<file path="config.mk">
export PLATFORM = sky130hd
export DESIGN_NAME = uart_cmd_ctrl
export DESIGN_NICKNAME = d
export VERILOG_FILES = /design/src/rtl/uart_cmd_pkg.sv /design/src/rtl/uart_cmd_timeout.sv /design/src/rtl/uart_cmd_ctrl.sv
export SDC_FILE = /design/constraint.sdc
export NUM_CORES = 1
export LEC_CHECK = 0
export ABC_CLOCK_PERIOD_IN_PS = 7170
export CORE_MARGIN = 10
export CORE_UTILIZATION = 25
export CTS_CLUSTER_SIZE = 30
export DETAILED_ROUTE_END_ITERATION = 8
export PLACE_DENSITY = 0.54
export SLEW_MARGIN = 10
export SYNTH_ARGS = -nofsm -noshare
export SYNTH_HDL_FRONTEND = slang
export SYNTH_HIERARCHICAL = 1
export SYNTH_SLANG_ARGS = --single-unit
</file>
<file path="constraint.sdc">
create_clock -name clk -period 7.17 [get_ports clk]
set_input_delay 0.717 -clock clk [delete_from_list [all_inputs] [get_ports clk]]
set_output_delay 0.717 -clock clk [all_outputs]
set_load 0.1 [all_outputs]
</file>
<file path="src/rtl/uart_cmd_pkg.sv">
// Shared types and constants for the UART command controller:
// FSM state encoding, opcode field values, response selection and the
// framing byte constants, plus the packet checksum helper.
package uart_cmd_pkg;

    typedef enum logic [2:0] {
        S_IDLE      = 3'd0,
        S_CMD       = 3'd1,
        S_DATA      = 3'd2,
        S_CHK       = 3'd3,
        S_EXEC      = 3'd4,
        S_RD_WAIT   = 3'd5,
        S_RESP_HDR  = 3'd6,
        S_RESP_DATA = 3'd7
    } state_e;

    typedef enum logic [1:0] {
        OP_WRITE   = 2'b00,
        OP_READ    = 2'b01,
        OP_BAD_LO  = 2'b10,
        OP_BAD_HI  = 2'b11
    } op_e;

    typedef enum logic [1:0] {
        RESP_RD  = 2'd0,
        RESP_ACK = 2'd1,
        RESP_NAK = 2'd2
    } resp_e;

    localparam logic [7:0] SYNC_BYTE   = 8'hA5;
    localparam logic [7:0] RD_HDR_BYTE = 8'h5A;
    localparam logic [7:0] ACK_BYTE    = 8'h06;
    localparam logic [7:0] NAK_BYTE    = 8'h15;

    // Expected checksum: CMD ^ DATA for writes, CMD alone for everything else.
    function automatic logic [7:0] calc_chk(input logic [7:0] cmd, input logic [7:0] data);
        logic [7:0] chk;
        if (cmd[7:6] == OP_WRITE) begin
            chk = cmd ^ data;
        end else begin
            chk = cmd;
        end
        return chk;
    endfunction

endpackage

</file>
<file path="src/rtl/uart_cmd_timeout.sv">
// Inter-byte timeout counter. Reloads on every received byte and counts
// down while a packet is being collected; expired is high once the count
// reaches zero while running.
module uart_cmd_timeout #(
    parameter int TIMEOUT_CLKS = 41660
) (
    input  logic clk,
    input  logic reset_n,
    input  logic load,
    input  logic run,
    output logic expired
);

    localparam int            CW     = $clog2(TIMEOUT_CLKS + 1);
    localparam logic [CW-1:0] RELOAD = CW'(TIMEOUT_CLKS - 1);
    localparam logic [CW-1:0] ZERO   = {CW{1'b0}};
    localparam logic [CW-1:0] ONE    = {{(CW-1){1'b0}}, 1'b1};

    logic [CW-1:0] cnt_r;

    // Reload on a byte strobe, otherwise count down while running.
    always_ff @(posedge clk or negedge reset_n) begin
        if (!reset_n) begin
            cnt_r <= RELOAD;
        end else if (load) begin
            cnt_r <= RELOAD;
        end else if (run && (cnt_r != ZERO)) begin
            cnt_r <= cnt_r - ONE;
        end else begin
            cnt_r <= cnt_r;
        end
    end

    assign expired = run && (cnt_r == ZERO);

endmodule

</file>
<file path="src/rtl/uart_cmd_ctrl.sv">
// Packet-level command controller: frames SYNC/CMD/[DATA]/CHK packets from
// the UART receiver, issues one register write or read, and sequences the
// response bytes into the UART transmitter.
// Optional feature macro: UART_CMD_ACK_EN (ACK for writes, NAK for errors).
module uart_cmd_ctrl #(
    parameter int FREQUENCY    = 20_000_000,
    parameter int BAUD_RATE    = 9600,
    parameter int TIMEOUT_BITS = 20,
    parameter int NUM_REGS     = 8
) (
    input  logic       clk,
    input  logic       reset_n,
    input  logic       rx_valid,
    input  logic [7:0] rx_data,
    input  logic       tx_busy,
    output logic       tx_start,
    output logic [7:0] tx_byte,
    output logic       reg_wr_en,
    output logic       reg_rd_en,
    output logic [3:0] reg_addr,
    output logic [7:0] reg_wr_data,
    input  logic [7:0] reg_rd_data,
    output logic       cmd_err,
    output logic [7:0] err_cnt,
    output logic       busy
);

    import uart_cmd_pkg::*;

    localparam int         TIMEOUT_CLKS = (FREQUENCY / BAUD_RATE) * TIMEOUT_BITS;
    localparam logic [4:0] NUM_REGS_W   = 5'(NUM_REGS);

`ifdef UART_CMD_ACK_EN
    localparam logic ACK_EN = 1'b1;
`else
    localparam logic ACK_EN = 1'b0;
`endif

    state_e     state_r, state_d;
    resp_e      resp_r, resp_d;
    logic [7:0] cmd_r, cmd_d;
    logic [7:0] data_r, data_d;
    logic [7:0] rd_data_r, rd_data_d;
    logic       tx_start_r, tx_start_d;
    logic [7:0] tx_byte_r, tx_byte_d;
    logic       wr_en_r, wr_en_d;
    logic       rd_en_r, rd_en_d;
    logic [3:0] addr_r, addr_d;
    logic [7:0] wdata_r, wdata_d;
    logic       cmd_err_r, cmd_err_d;
    logic [7:0] err_cnt_r, err_cnt_d;
    logic       busy_r;
    logic       err_s;
    logic       expired_s;
    logic       collecting_s;
    logic       tx_free_s;

    assign collecting_s = (state_r == S_CMD) || (state_r == S_DATA) || (state_r == S_CHK);
    // tx_busy lags tx_start by one cycle, so the cycle after a start is never free.
    assign tx_free_s    = !tx_busy && !tx_start_r;

    uart_cmd_timeout #(
        .TIMEOUT_CLKS (TIMEOUT_CLKS)
    ) u_timeout (
        .clk     (clk),
        .reset_n (reset_n),
        .load    (rx_valid),
        .run     (collecting_s),
        .expired (expired_s)
    );

    // Next-state and next-output logic for packet collection, execution and response.
    always_comb begin
        state_d    = state_r;
        resp_d     = resp_r;
        cmd_d      = cmd_r;
        data_d     = data_r;
        rd_data_d  = rd_data_r;
        tx_start_d = 1'b0;
        tx_byte_d  = tx_byte_r;
        wr_en_d    = 1'b0;
        rd_en_d    = 1'b0;
        addr_d     = addr_r;
        wdata_d    = wdata_r;
        cmd_err_d  = 1'b0;
        err_cnt_d  = err_cnt_r;
        err_s      = 1'b0;

        case (state_r)
            S_IDLE: begin
                if (rx_valid && (rx_data == SYNC_BYTE)) begin
                    state_d = S_CMD;
                end else begin
                    state_d = S_IDLE;
                end
            end
            S_CMD: begin
                if (rx_valid) begin
                    cmd_d = rx_data;
                    case (op_e'(rx_data[7:6]))
                        OP_WRITE: state_d = S_DATA;
                        OP_READ:  state_d = S_CHK;
                        default:  err_s   = 1'b1;
                    endcase
                end else if (expired_s) begin
                    err_s = 1'b1;
                end else begin
                    state_d = S_CMD;
                end
            end
            S_DATA: begin
                if (rx_valid) begin
                    data_d  = rx_data;
                    state_d = S_CHK;
                end else if (expired_s) begin
                    err_s = 1'b1;
                end else begin
                    state_d = S_DATA;
                end
            end
            S_CHK: begin
                if (rx_valid) begin
                    if (rx_data != calc_chk(cmd_r, data_r)) begin
                        err_s = 1'b1;
                    end else if ({1'b0, cmd_r[3:0]} >= NUM_REGS_W) begin
                        err_s = 1'b1;
                    end else begin
                        state_d = S_EXEC;
                        addr_d  = cmd_r[3:0];
                        if (op_e'(cmd_r[7:6]) == OP_WRITE) begin
                            wr_en_d = 1'b1;
                            wdata_d = data_r;
                        end else begin
                            rd_en_d = 1'b1;
                        end
                    end
                end else if (expired_s) begin
                    err_s = 1'b1;
                end else begin
                    state_d = S_CHK;
                end
            end
            S_EXEC: begin
                if (op_e'(cmd_r[7:6]) == OP_WRITE) begin
                    resp_d  = RESP_ACK;
                    state_d = ACK_EN ? S_RESP_HDR : S_IDLE;
                end else begin
                    resp_d  = RESP_RD;
                    state_d = S_RD_WAIT;
                end
            end
            S_RD_WAIT: begin
                rd_data_d = reg_rd_data;
                state_d   = S_RESP_HDR;
            end
            S_RESP_HDR: begin
                if (tx_free_s) begin
                    tx_start_d = 1'b1;
                    case (resp_r)
                        RESP_RD:  tx_byte_d = RD_HDR_BYTE;
                        RESP_ACK: tx_byte_d = ACK_BYTE;
                        default:  tx_byte_d = NAK_BYTE;
                    endcase
                    state_d = (resp_r == RESP_RD) ? S_RESP_DATA : S_IDLE;
                end else begin
                    state_d = S_RESP_HDR;
                end
            end
            S_RESP_DATA: begin
                if (tx_free_s) begin
                    tx_start_d = 1'b1;
                    tx_byte_d  = rd_data_r;
                    state_d    = S_IDLE;
                end else begin
                    state_d = S_RESP_DATA;
                end
            end
            default: begin
                state_d = S_IDLE;
            end
        endcase

        if (err_s) begin
            cmd_err_d = 1'b1;
            err_cnt_d = (err_cnt_r == 8'hFF) ? 8'hFF : (err_cnt_r + 8'd1);
            resp_d    = RESP_NAK;
            state_d   = ACK_EN ? S_RESP_HDR : S_IDLE;
        end else begin
            cmd_err_d = 1'b0;
        end
    end

    // State and registered-output update; reset aborts any packet or response.
    always_ff @(posedge clk or negedge reset_n) begin
        if (!reset_n) begin
            state_r    <= S_IDLE;
            resp_r     <= RESP_RD;
            cmd_r      <= 8'h00;
            data_r     <= 8'h00;
            rd_data_r  <= 8'h00;
            tx_start_r <= 1'b0;
            tx_byte_r  <= 8'h00;
            wr_en_r    <= 1'b0;
            rd_en_r    <= 1'b0;
            addr_r     <= 4'h0;
            wdata_r    <= 8'h00;
            cmd_err_r  <= 1'b0;
            err_cnt_r  <= 8'h00;
            busy_r     <= 1'b0;
        end else begin
            state_r    <= state_d;
            resp_r     <= resp_d;
            cmd_r      <= cmd_d;
            data_r     <= data_d;
            rd_data_r  <= rd_data_d;
            tx_start_r <= tx_start_d;
            tx_byte_r  <= tx_byte_d;
            wr_en_r    <= wr_en_d;
            rd_en_r    <= rd_en_d;
            addr_r     <= addr_d;
            wdata_r    <= wdata_d;
            cmd_err_r  <= cmd_err_d;
            err_cnt_r  <= err_cnt_d;
            busy_r     <= (state_d != S_IDLE);
        end
    end

    assign tx_start    = tx_start_r;
    assign tx_byte     = tx_byte_r;
    assign reg_wr_en   = wr_en_r;
    assign reg_rd_en   = rd_en_r;
    assign reg_addr    = addr_r;
    assign reg_wr_data = wdata_r;
    assign cmd_err     = cmd_err_r;
    assign err_cnt     = err_cnt_r;
    assign busy        = busy_r;

endmodule

</file>
==> impl_results.md, run 1 <==
- Final GP Congestion: between 0.8 and 0.9
- Overall via count from detail_route: 2,955
- RSZ-0062 raised after global routing: false
- Worst EP arrival: 3550 ps
- Hold Vio Cnt, Final: 0
- Clk Latency, worst-skew pair: around 330 ps
- Wire per inst: 14.7 um
- Die height: 147 um
- Core Region: around 16,000 um2
- Syn nets: 393
- Clk buf depth: 2
- Synth top area share: 42.8%
- Highest Signal Layer: met4
- Routed vias/inst: ~4.6
- Main synth FF type: dfrtp_1
- Cell variety after synth: 69
- Mapped Avg Cell Area: 10.9 um2
- Final wirelength: 9480 um
- Nets: 445
- Leakage Power: 2.06 nW
- Worst Tran Pin Value: between 1000 and 1500 ps
- Setup TNS: 0 ps
- Count leader, synth: dfrtp_1
- Sw frac: 40.6%
- Setup CP Type: reg2reg
- Grt ovf: 0
- Filler cells: between 1,500 and 2,000
- Worst endpoint required time: 7350 ps
- Drt drc: 0
- Power density over cell area: 358 nW/um2
- Post-DP HPWL: 6790 um
- Resize count post-CTS: 0
- #FFs+latches synth: between 70 and 80
- TritonCTS clock tree: built
- Tcrit/Tclk final: ~47%
- Met2 routed WL: 4480 um
- Area delta synth->final: 24.9%
- Status: completed
- Commonest cells in the netlist: dfrtp_1 (69), mux2_2 (31), nand2_1 (31), nor2_1 (31), o21ai_0 (22)
- Max Clock Freq: roughly 0.3 GHz
- Hold WS: 483 ps
- Yosys top cell by area: dfrtp_1
- 1st-iter DRT viols: 257
- Synthesized netlist cell count: about 370
- FP Rows: 46
- Crit path time final: 3360 ps
- Final ANT Viol Nets: 0
- Sequential-to-total area share from yosys stat: 48.7%
- Drt pass-1 iters: 4
- Startpoint Class: register
- Initial Util: 25.5%
- # IOs: 53
- VDD IR-drop max: 0.108 mV
- Asr flop ratio synth: between 90% and 100%
- Top cells by area, synth: dfrtp_1 (43%), mux2_2 (8.7%), dfstp_2 (5.9%), mux2_4 (3.0%), nand2_1 (2.9%)
- Pin count of the biggest net entering global routing: 79
- Clock Skews: around 8.5 ps
- Share of layout cells above drive strength 1: approximately a fifth
- Post-CTS Setup Bufs: 0
- Seq pwr share: 36.2%
- WL met3: 482 um
- Antenna diode count: 0
- Crit. End Element: register
- Slew headroom: 32.7%
- Total GRT Usage: 8.96%
- Initial antenna violation count: 0
- Min-Delay Path Class: reg2reg
- H-Tree Depth: 3
- Internal power: 1.07 mW
- Mapped Area: 4040 um2
- YS warnings: 6
- Sink Count: 78
- Die ar.: ~22,000 um2
- PortBufs: 52
- Root buffer cell: clkbuf_16
- Power share of the combinational group: 39.1%
- First-pass GRT wire length: 16,000 um
- Worst-path clk slew: around 60 ps
- # setup viols final: 0
- Final-report max-slew violation count: 0
- Die W: 147 um
- Crit-path max FO: 18
- Post-synth EDFFs: 0
- Clock share of power: 24.8%
- Max_cap viols: 0
- Vias in the first global route: around 3,000
- Total Power: 1.81 mW
- Net switching power: about 0.73 mW
- Hold_buf cts: 0
- Post-Route M1 WL: 4390 um
- TritonCTS buffer count: 9
[path summary, 6_finish.rpt]
check	startpoint	to	slack [ps]	cells past startpoint
worst max-delay path	state_r[0]	err_cnt[3]	3810	9
worst min-delay path	tx_byte[0]	tx_byte[0]	480	2
worst max register to register	state_r[0]	err_cnt[3]	3810	9
worst min register to register	tx_byte[0]	tx_byte[0]	480	2
max in group asynchronous	reset_n	err_cnt[2]	5970	1
min in group asynchronous	reset_n	reg_wr_data[5]	540	1
[metal layers]
metal  global-route usage, %  vias to the layer above
li1                        -                     1431
met1                    11.5                     1443
met2                    14.0                       69
met3                    2.67                       12
met4                    3.07                        0
met5                       0                        -
[critical path, stage by stage (launching register included)]
cell and delay, ps:
dfrtp_1 680, nor2_1 200, nor2_1 290, nand4bb_1 240
or3_4 430, nor2_1 180, nor2_1 80, a311oi_2 560
or2_1 390, a32oi_1 160
[metrics by stage]
step	util (%)	cells	area [um2]	setup WS (ps)
final	31.8	643	5040	3810
after global placement	30.0	628	4750	3620
after detailed placement	30.0	628	4750	3690
after CTS	31.8	643	5040	3790
after floorplan	-	371	4040	4550
after global routing	31.8	643	5040	3490
[registers in the layout, summed over array words and instances (netlist names), 2 cells and up]
signal and flops:
rd_data_r 8, cmd_r 8, data_r 8, resp_r 2
err_cnt 8, state_r 3, reg_wr_data 8, tx_byte 8
reg_addr 4, u_timeout/cnt_r 16
[layout make-up]
cell class              instances  area [um2]  area share, %
flip-flops and latches         78        1960           38.9
multi-input cells             268        1940           38.5
repair buffers                 54         533           10.6
well taps                     216         270           5.36
clock buffers                  11         243           4.82
clock inverters                 4        47.5          0.943
inverters                      12        45.0          0.894
[cell usage in the layout, fill, tap and decap left out, drive strengths merged, types with 3 or more instances in the layout]
cell | netlist | final
dfrtp | 69 | 69
clkdlybuf4s50 | 0 | 51
mux2 | 41 | 41
nand2 | 31 | 31
nor2 | 31 | 31
o21ai | 22 | 22
a21oi | 15 | 15
inv | 12 | 12
nand3 | 12 | 12
clkbuf | 7 | 11
xnor2 | 10 | 10
dfstp | 9 | 9
nor2b | 9 | 9
nor3 | 7 | 7
or3 | 7 | 7
nor3b | 6 | 6
nand2b | 5 | 5
a31oi | 5 | 5
mux2i | 5 | 5
nand4b | 4 | 4
o211ai | 3 | 3
a21o | 3 | 3
buf | 6 | 3
nand4 | 3 | 3
or2b | 3 | 3
and3 | 3 | 3
[power groups by stage]
stage               Clock [mW]  Combinational, mW  Sequential (mW)
finish                   0.447              0.705            0.653
global route             0.487              0.759            0.675
CTS                      0.465              0.712            0.654
detailed placement           0              0.709            0.662
global placement             0              0.703            0.656
floorplan                    0              0.374            0.827
[kinds of logic (layout without fill, tap and decap cells)]
family / Yosys count / in the layout / synth area share [%]
AO/OA/AOI/OAI: 70 / 70 / 11.4
XOR/XNOR: 11 / 11 / 2.73
adder cells (fa/ha/maj): 2 / 2 / 0.620
buffers and inverters: 25 / 81 / 3.29
flip-flops: 78 / 78 / 48.7
multiplexers: 46 / 46 / 13.4
AND/OR/NAND/NOR: 139 / 139 / 19.8
Power figures use the tool's default switching activity.
==> run 2: changes to the inputs <==
--- a/config.mk
+++ b/config.mk
@@ -5,7 +5,7 @@
 export SDC_FILE = /design/constraint.sdc
 export NUM_CORES = 1
 export LEC_CHECK = 0
-export ABC_CLOCK_PERIOD_IN_PS = 7170
+export ABC_CLOCK_PERIOD_IN_PS = 3100
 export CORE_MARGIN = 10
 export CORE_UTILIZATION = 25
 export CTS_CLUSTER_SIZE = 30
==> constraint.sdc (replaced) <==
create_clock -name clk -period 3.1 [get_ports clk]
set_input_delay 0.31 -clock clk [delete_from_list [all_inputs] [get_ports clk]]
set_output_delay 0.31 -clock clk [all_outputs]
set_load 0.1 [all_outputs]
==> impl_results.md, run 2 (same netlist as run 1, synthesis figures left out) <==
- Wire per inst: 14.4 um (was 14.7 um)
- Slew headroom: 33.9% (was 32.7%)
- Leakage Power: 2.15 nW (was 2.06 nW)
- Worst r2r src: u_timeout/cnt_r[0] (was state_r[0])
- Power density over cell area: 834 nW/um2 (was 358 nW/um2)
- Worst Tran Pin Value: 989 ps (was 1010 ps)
- Setup TNS: 0 ps (unchanged)
- Max_cap viols: 0 (unchanged)
- Resize count post-CTS: 0 (unchanged)
- Total GRT Usage: 9.01% (was 8.96%)
- Drt drc: 0 (unchanged)
- Drt pass-1 iters: 4 (unchanged)
- Commonest non-fill, non-tap cell in the layout: dfrtp_1 (unchanged)
- Crit-path max FO: 10 (was 18)
- Startpoint Class: register (unchanged)
- VDD IR-drop max: 0.315 mV (was 0.108 mV)
- Overall via count from detail_route: 2,967 (was 2,955)
- Tcrit/Tclk final: 89.0% (was 46.9%)
- RSZ-0062 raised after global routing: false (unchanged)
- Core Region: 15,800 um2 (unchanged)
- Crit. End Element: register (unchanged)
- Clock Skews: 7.00 ps (was 8.48 ps)
- Register-to-Register Path Depth: 10 (was 9)
- Worst R2R Setup Slack: 340 ps (was 3810 ps)
- Hold_buf cts: 0 (unchanged)
- Initial antenna violation count: 0 (unchanged)
- Initial Util: 25.5% (unchanged)
- Worst endpoint required time: 3290 ps (was 7350 ps)
- Hold WS: 145 ps (was 483 ps)
- Clk buf depth: 2 (unchanged)
- First-pass GRT wire length: 16,000 um (unchanged)
- Max Clock Freq: 0.362 GHz (was 0.297 GHz)
- FP Rows: 46 (unchanged)
- Vias in the first global route: 3,080 (was 3,018)
- Fin util: 32.1% (was 31.8%)
- Setup CP Type: reg2reg (unchanged)
- R2r endpoint: err_cnt[5] (was err_cnt[3])
- Post-CTS Setup Bufs: 0 (unchanged)
- TritonCTS buffer count: 9 (unchanged)
- Routed vias/inst: 4.54 (was 4.60)
- Crit path time final: 2760 ps (was 3360 ps)
- Die height: 147 um (unchanged)
- Die W: 147 um (unchanged)
- Post-DP HPWL: 6910 um (was 6790 um)
- Pre-CTS setup slack: 353 ps (was 3690 ps)
- Setup WS post-layout: 341 ps (was 3810 ps)
- Final wirelength: 9440 um (was 9480 um)
- Worst EP arrival: 2950 ps (was 3550 ps)
- Hold Vio Cnt, Final: 0 (unchanged)
- Worst-path clk slew: 60 ps (about the same)
- H-Tree Depth: 3 (unchanged)
- Antenna diode count: 0 (unchanged)
- Sink Count: 78 (unchanged)
- Max reg flops: 16 (unchanged)
- Clk Latency, worst-skew pair: 340 ps (was 330 ps)
- Final-report max-slew violation count: 0 (unchanged)
- Status: completed (unchanged)
- PortBufs: 52 (unchanged)
- Die ar.: 21,600 um2 (unchanged)
- TritonCTS clock tree: built (unchanged)
- Share of layout cells above drive strength 1: 26.7% (was 19.9%)
- Most frequent cells in the layout: dfrtp_1 (69), buf_4 (33) (was dfrtp_1 (69), clkdlybuf4s50_1 (51), nand2_1 (31), nor2_1 (31), mux2_2 (31))
- Root buffer cell: clkbuf_16 (unchanged)
- Final ANT Viol Nets: 0 (unchanged)
- # setup viols final: 0 (unchanged)
- Biggest register: u_timeout/cnt_r (unchanged)
- Area delta synth->final: 26.0% (was 24.9%)
- # IOs: 53 (unchanged)
- 1st-iter DRT viols: 167 (was 257)
- Final GP Congestion: 0.804 (was 0.829)
- Pin count of the biggest net entering global routing: 79 (unchanged)
- Nets: 455 (was 445)
- Min-Delay Path Class: in2async (was reg2reg)
- Grt ovf: 0 (unchanged)
==> run 2: cell types whose count changed in the layout (fill, tap and decap cells not counted) <==
cell	before	now
buf_4	3	33
clkinv_2	2	0
clkbuf_8	1	0
clkdlybuf4s50_1	51	31
clkbuf_1	1	0
clkinv_4	0	3
inv_6	0	2
==> run 2: through the flow <==
step	cells	total power [mW]	instance area [um2]
after floorplan	371	2.78	4040
after global placement	638	3.18	4780
after detailed placement	638	3.21	4780
after CTS	654	4.31	5080
after global routing	654	4.51	5080
final	654	4.24	5080
==> run 2: where the power goes <==
| group | leakage [nW] | switching (mW) | internal (mW) |
|---|---|---|---|
| registers | 0.976 | 0.214 | 1.24 |
| logic | 1.02 | 1.08 | 0.619 |
| clock network | 0.147 | 0.446 | 0.633 |
==> run 2: metal layers <==
metal	up-vias	wire length, um	share of wire [%]	GRT usage [%]
li1	1458	-	-	-
met1	1446	4360	46	11.3
met2	50	4560	48	14.5
met3	13	352	3.7	2.33
met4	0	165	1.7	3.52
met5	-	0	0	0
==> run 2: critical path: stages (launching register included) <==
cell and delay, ps:
dfstp_2 380, inv_1 90, ha_1 250, nand4bb_1 200, or3_4 420, nor2_1 200, nor2_1 80, a311oi_2 310
buf_4 210, or2_1 310, a32oi_1 160
==> run 2: layout make-up <==
cell class / instances / area, um2
Timing Repair Buffer: 64 / 558
Fill cell: 1623 / 10700
Clock buffer: 9 / 225
Sequential cell: 78 / 1960
Multi-Input combinational cell: 268 / 1940
Tap cell: 216 / 270
Inverter: 12 / 45.0
Clock inverter: 7 / 81.3
==> run 2: worst max path at each step <==
| stage | start | endpoint | slack [ps] | depth (start not counted) |
|---|---|---|---|---|
| CTS | u_timeout/cnt_r[0] | err_cnt[5] | 340 | 10 |
| global route | state_r[0] | err_cnt[5] | 130 | 10 |
| global placement | rx_data[6] | err_cnt[3] | 390 | 9 |
| detailed placement | u_timeout/cnt_r[0] | err_cnt[5] | 350 | 10 |
| finish | u_timeout/cnt_r[0] | err_cnt[5] | 340 | 10 |
| floorplan | state_r[0] | err_cnt[7] | 480 | 12 |
==> run 3: changes to the inputs <==
--- a/config.mk
+++ b/config.mk
@@ -6,7 +6,7 @@
 export NUM_CORES = 1
 export LEC_CHECK = 0
 export ABC_CLOCK_PERIOD_IN_PS = 3100
-export CORE_MARGIN = 10
+export CORE_MARGIN = 2
 export CORE_UTILIZATION = 25
 export CTS_CLUSTER_SIZE = 30
 export DETAILED_ROUTE_END_ITERATION = 8
==> impl_results.md, run 3 (same netlist as run 1, synthesis figures left out) <==
- Crit path time final: 2720 ps (was 2760 ps)
- Final GP Congestion: 0.787 (was 0.804)
- VDD IR-drop max: 0.320 mV (was 0.315 mV)
- FP Rows: 46 (unchanged)
- Hold_buf cts: 0 (unchanged)
- Sink Count: 78 (unchanged)
- Die height: 131 um (was 147 um)
- Worst-path cell chain: inv_1 -> ha_1 -> nand4bb_1 -> or3_4 -> nor2_1 -> nor2_1 -> a311oi_2 -> buf_4 -> or2_1 -> a32oi_1 (unchanged)
- Worst-path clk slew: 60 ps (about the same)
- Slew headroom: 32.4% (was 33.9%)
- Crit. End Element: register (unchanged)
- Status: completed (unchanged)
- Largest delay share family, worst path: simple AND/OR/NAND/NOR gates (unchanged)
- Total GRT Usage: 11.6% (was 9.01%)
- Clock Skews: 3.85 ps (was 7.00 ps)
- Area delta synth->final: 26.0% (about the same)
- Placement-stage cell area: 4780 um2 (about the same)
- Antenna diode count: 0 (unchanged)
- Nets: 455 (unchanged)
- Worst endpoint required time: 3290 ps (about the same)
- First-pass GRT wire length: 15,700 um (was 16,000 um)
- Worst path bufs/invs: 2 (unchanged)
- Startpoint Class: register (unchanged)
- Clk buf depth: 2 (unchanged)
- Final-report max-slew violation count: 0 (unchanged)
- Share of layout cells above drive strength 1: 25.8% (was 26.7%)
- # IOs: 53 (unchanged)
- Most used cell, CP: nor2_1 (unchanged)
- Filler cells: 1,638 (was 1,623)
- Most frequent cells in the layout: dfrtp_1 (69), clkdlybuf4s50_1 (34), nand2_1 (31), nor2_1 (31), mux2_2 (31) (was dfrtp_1 (69), buf_4 (33))
- Drt pass-1 iters: 4 (unchanged)
- Min-Delay Path Class: in2async (unchanged)
- Max Clock Freq: 0.368 GHz (was 0.362 GHz)
- Initial Util: 25.5% (unchanged)
- Drt drc: 0 (unchanged)
- Wire per inst: 14.0 um (was 14.4 um)
- Root buffer cell: clkbuf_16 (unchanged)
- Crit-path max FO: 10 (unchanged)
- 1st-iter DRT viols: 164 (was 167)
- # setup viols final: 0 (unchanged)
- Core Region: 15,800 um2 (unchanged)
- TritonCTS buffer count: 9 (unchanged)
- Leakage Power: 2.15 nW (about the same)
- Die W: 131 um (was 147 um)
- Post-DP HPWL: 6450 um (was 6910 um)
- Fin util: 32.1% (about the same)
- Non-filler cells, final: 654 (unchanged)
- Vias in the first global route: 3,087 (was 3,080)
- Die ar.: 17,200 um2 (was 21,600 um2)
- Overall via count from detail_route: 2,965 (was 2,967)
- Critical path's slowest cell: or3_4 (unchanged)
- Grt ovf: 0 (unchanged)
- Pin count of the biggest net entering global routing: 79 (unchanged)
- Max incr delay on CP: 430 ps (was 420 ps)
- Initial antenna violation count: 0 (unchanged)
- Biggest register: u_timeout/cnt_r (unchanged)
- Hold Vio Cnt, Final: 0 (unchanged)
- Resize count post-CTS: 0 (unchanged)
- Final ANT Viol Nets: 0 (unchanged)
- Post-CTS Setup Bufs: 0 (unchanged)
- Setup TNS: 0 ps (unchanged)
- Worst EP arrival: 2910 ps (was 2950 ps)
- Setup CP Type: reg2reg (unchanged)
- Worst Tran Pin Value: 1010 ps (was 989 ps)
- Commonest non-fill, non-tap cell in the layout: dfrtp_1 (unchanged)
- RSZ-0062 raised after global routing: false (unchanged)
- Placed Cells: 638 (unchanged)
- H-Tree Depth: 3 (unchanged)
- PortBufs: 52 (unchanged)
- TritonCTS clock tree: built (unchanged)
- Final wirelength: 9120 um (was 9440 um)
- Clk Latency, worst-skew pair: 330 ps (was 340 ps)
- Max reg flops: 16 (unchanged)
- Design area: 5080 um2 (about the same)
- Routed vias/inst: 4.53 (was 4.54)
- Max_cap viols: 0 (unchanged)
- Power density over cell area: 832 nW/um2 (was 834 nW/um2)
- Tcrit/Tclk final: 87.7% (was 89.0%)
## run 3: changes by cell type in the layout (fill, tap and decap cells not counted), sizes merged
| cell | previous run | this run |
|---|---|---|
| buf | 33 | 30 |
| clkbuf | 9 | 12 |
| clkdlybuf4s50 | 31 | 34 |
| clkinvlp | 1 | 0 |
| inv | 14 | 12 |
## run 3: through the flow
| step | total power [mW] | hold WS [ps] | worst slack, ps |
|---|---|---|---|
| after floorplan | 2.78 | 14.4 | 482 |
| after global placement | 3.17 | 470 | 398 |
| after detailed placement | 3.20 | 469 | 384 |
| after CTS | 4.29 | 197 | 374 |
| after global routing | 4.48 | 238 | 142 |
| final | 4.23 | 92.8 | 383 |
## run 3: power by group
part / total, mW / switching, mW / internal, mW
registers: 1.46 / 0.220 / 1.24
logic: 1.70 / 1.08 / 0.621
clock network: 1.07 / 0.402 / 0.663
## run 3: final cells by class
cell class                 count  area, um2  area share, %
multi-input combinational    268       1940           38.1
clock buffer                  12        256           5.04
clock inverter                 4       45.0          0.886
timing repair buffer          64        566           11.1
tap                          216        270           5.31
sequential                    78       1960           38.6
inverter                      12       45.0          0.886
## run 3: worst reg2reg max path: stages, from the launching register on
cell	delay, ps
dfstp_2	370
inv_1	90
ha_1	230
nand4bb_1	200
or3_4	430
nor2_1	200
nor2_1	70
a311oi_2	300
buf_4	210
or2_1	310
a32oi_1	160
## run 3: final timing paths
path / to / cells after the start / from / slack, ps
setup / recovery: err_cnt[5] / 10 / u_timeout/cnt_r[0] / 380
hold / removal: reg_wr_data[0] / 1 / reset_n / 90
setup reg to reg: err_cnt[5] / 10 / u_timeout/cnt_r[0] / 380
hold reg to reg: tx_byte[5] / 2 / tx_byte[5] / 480
max in group asynchronous: u_timeout/cnt_r[10] / 1 / reset_n / 2290
min in group clk: tx_byte[5] / 2 / tx_byte[5] / 480
## run 3: metal layers
metal	GRT usage, %	vias to the layer above	share of wire (%)
met3	2.61	11	3.4
met4	3.69	0	1.5
met1	15.5	1448	48
met5	0	-	0
met2	18.5	45	48
li1	-	1461	-
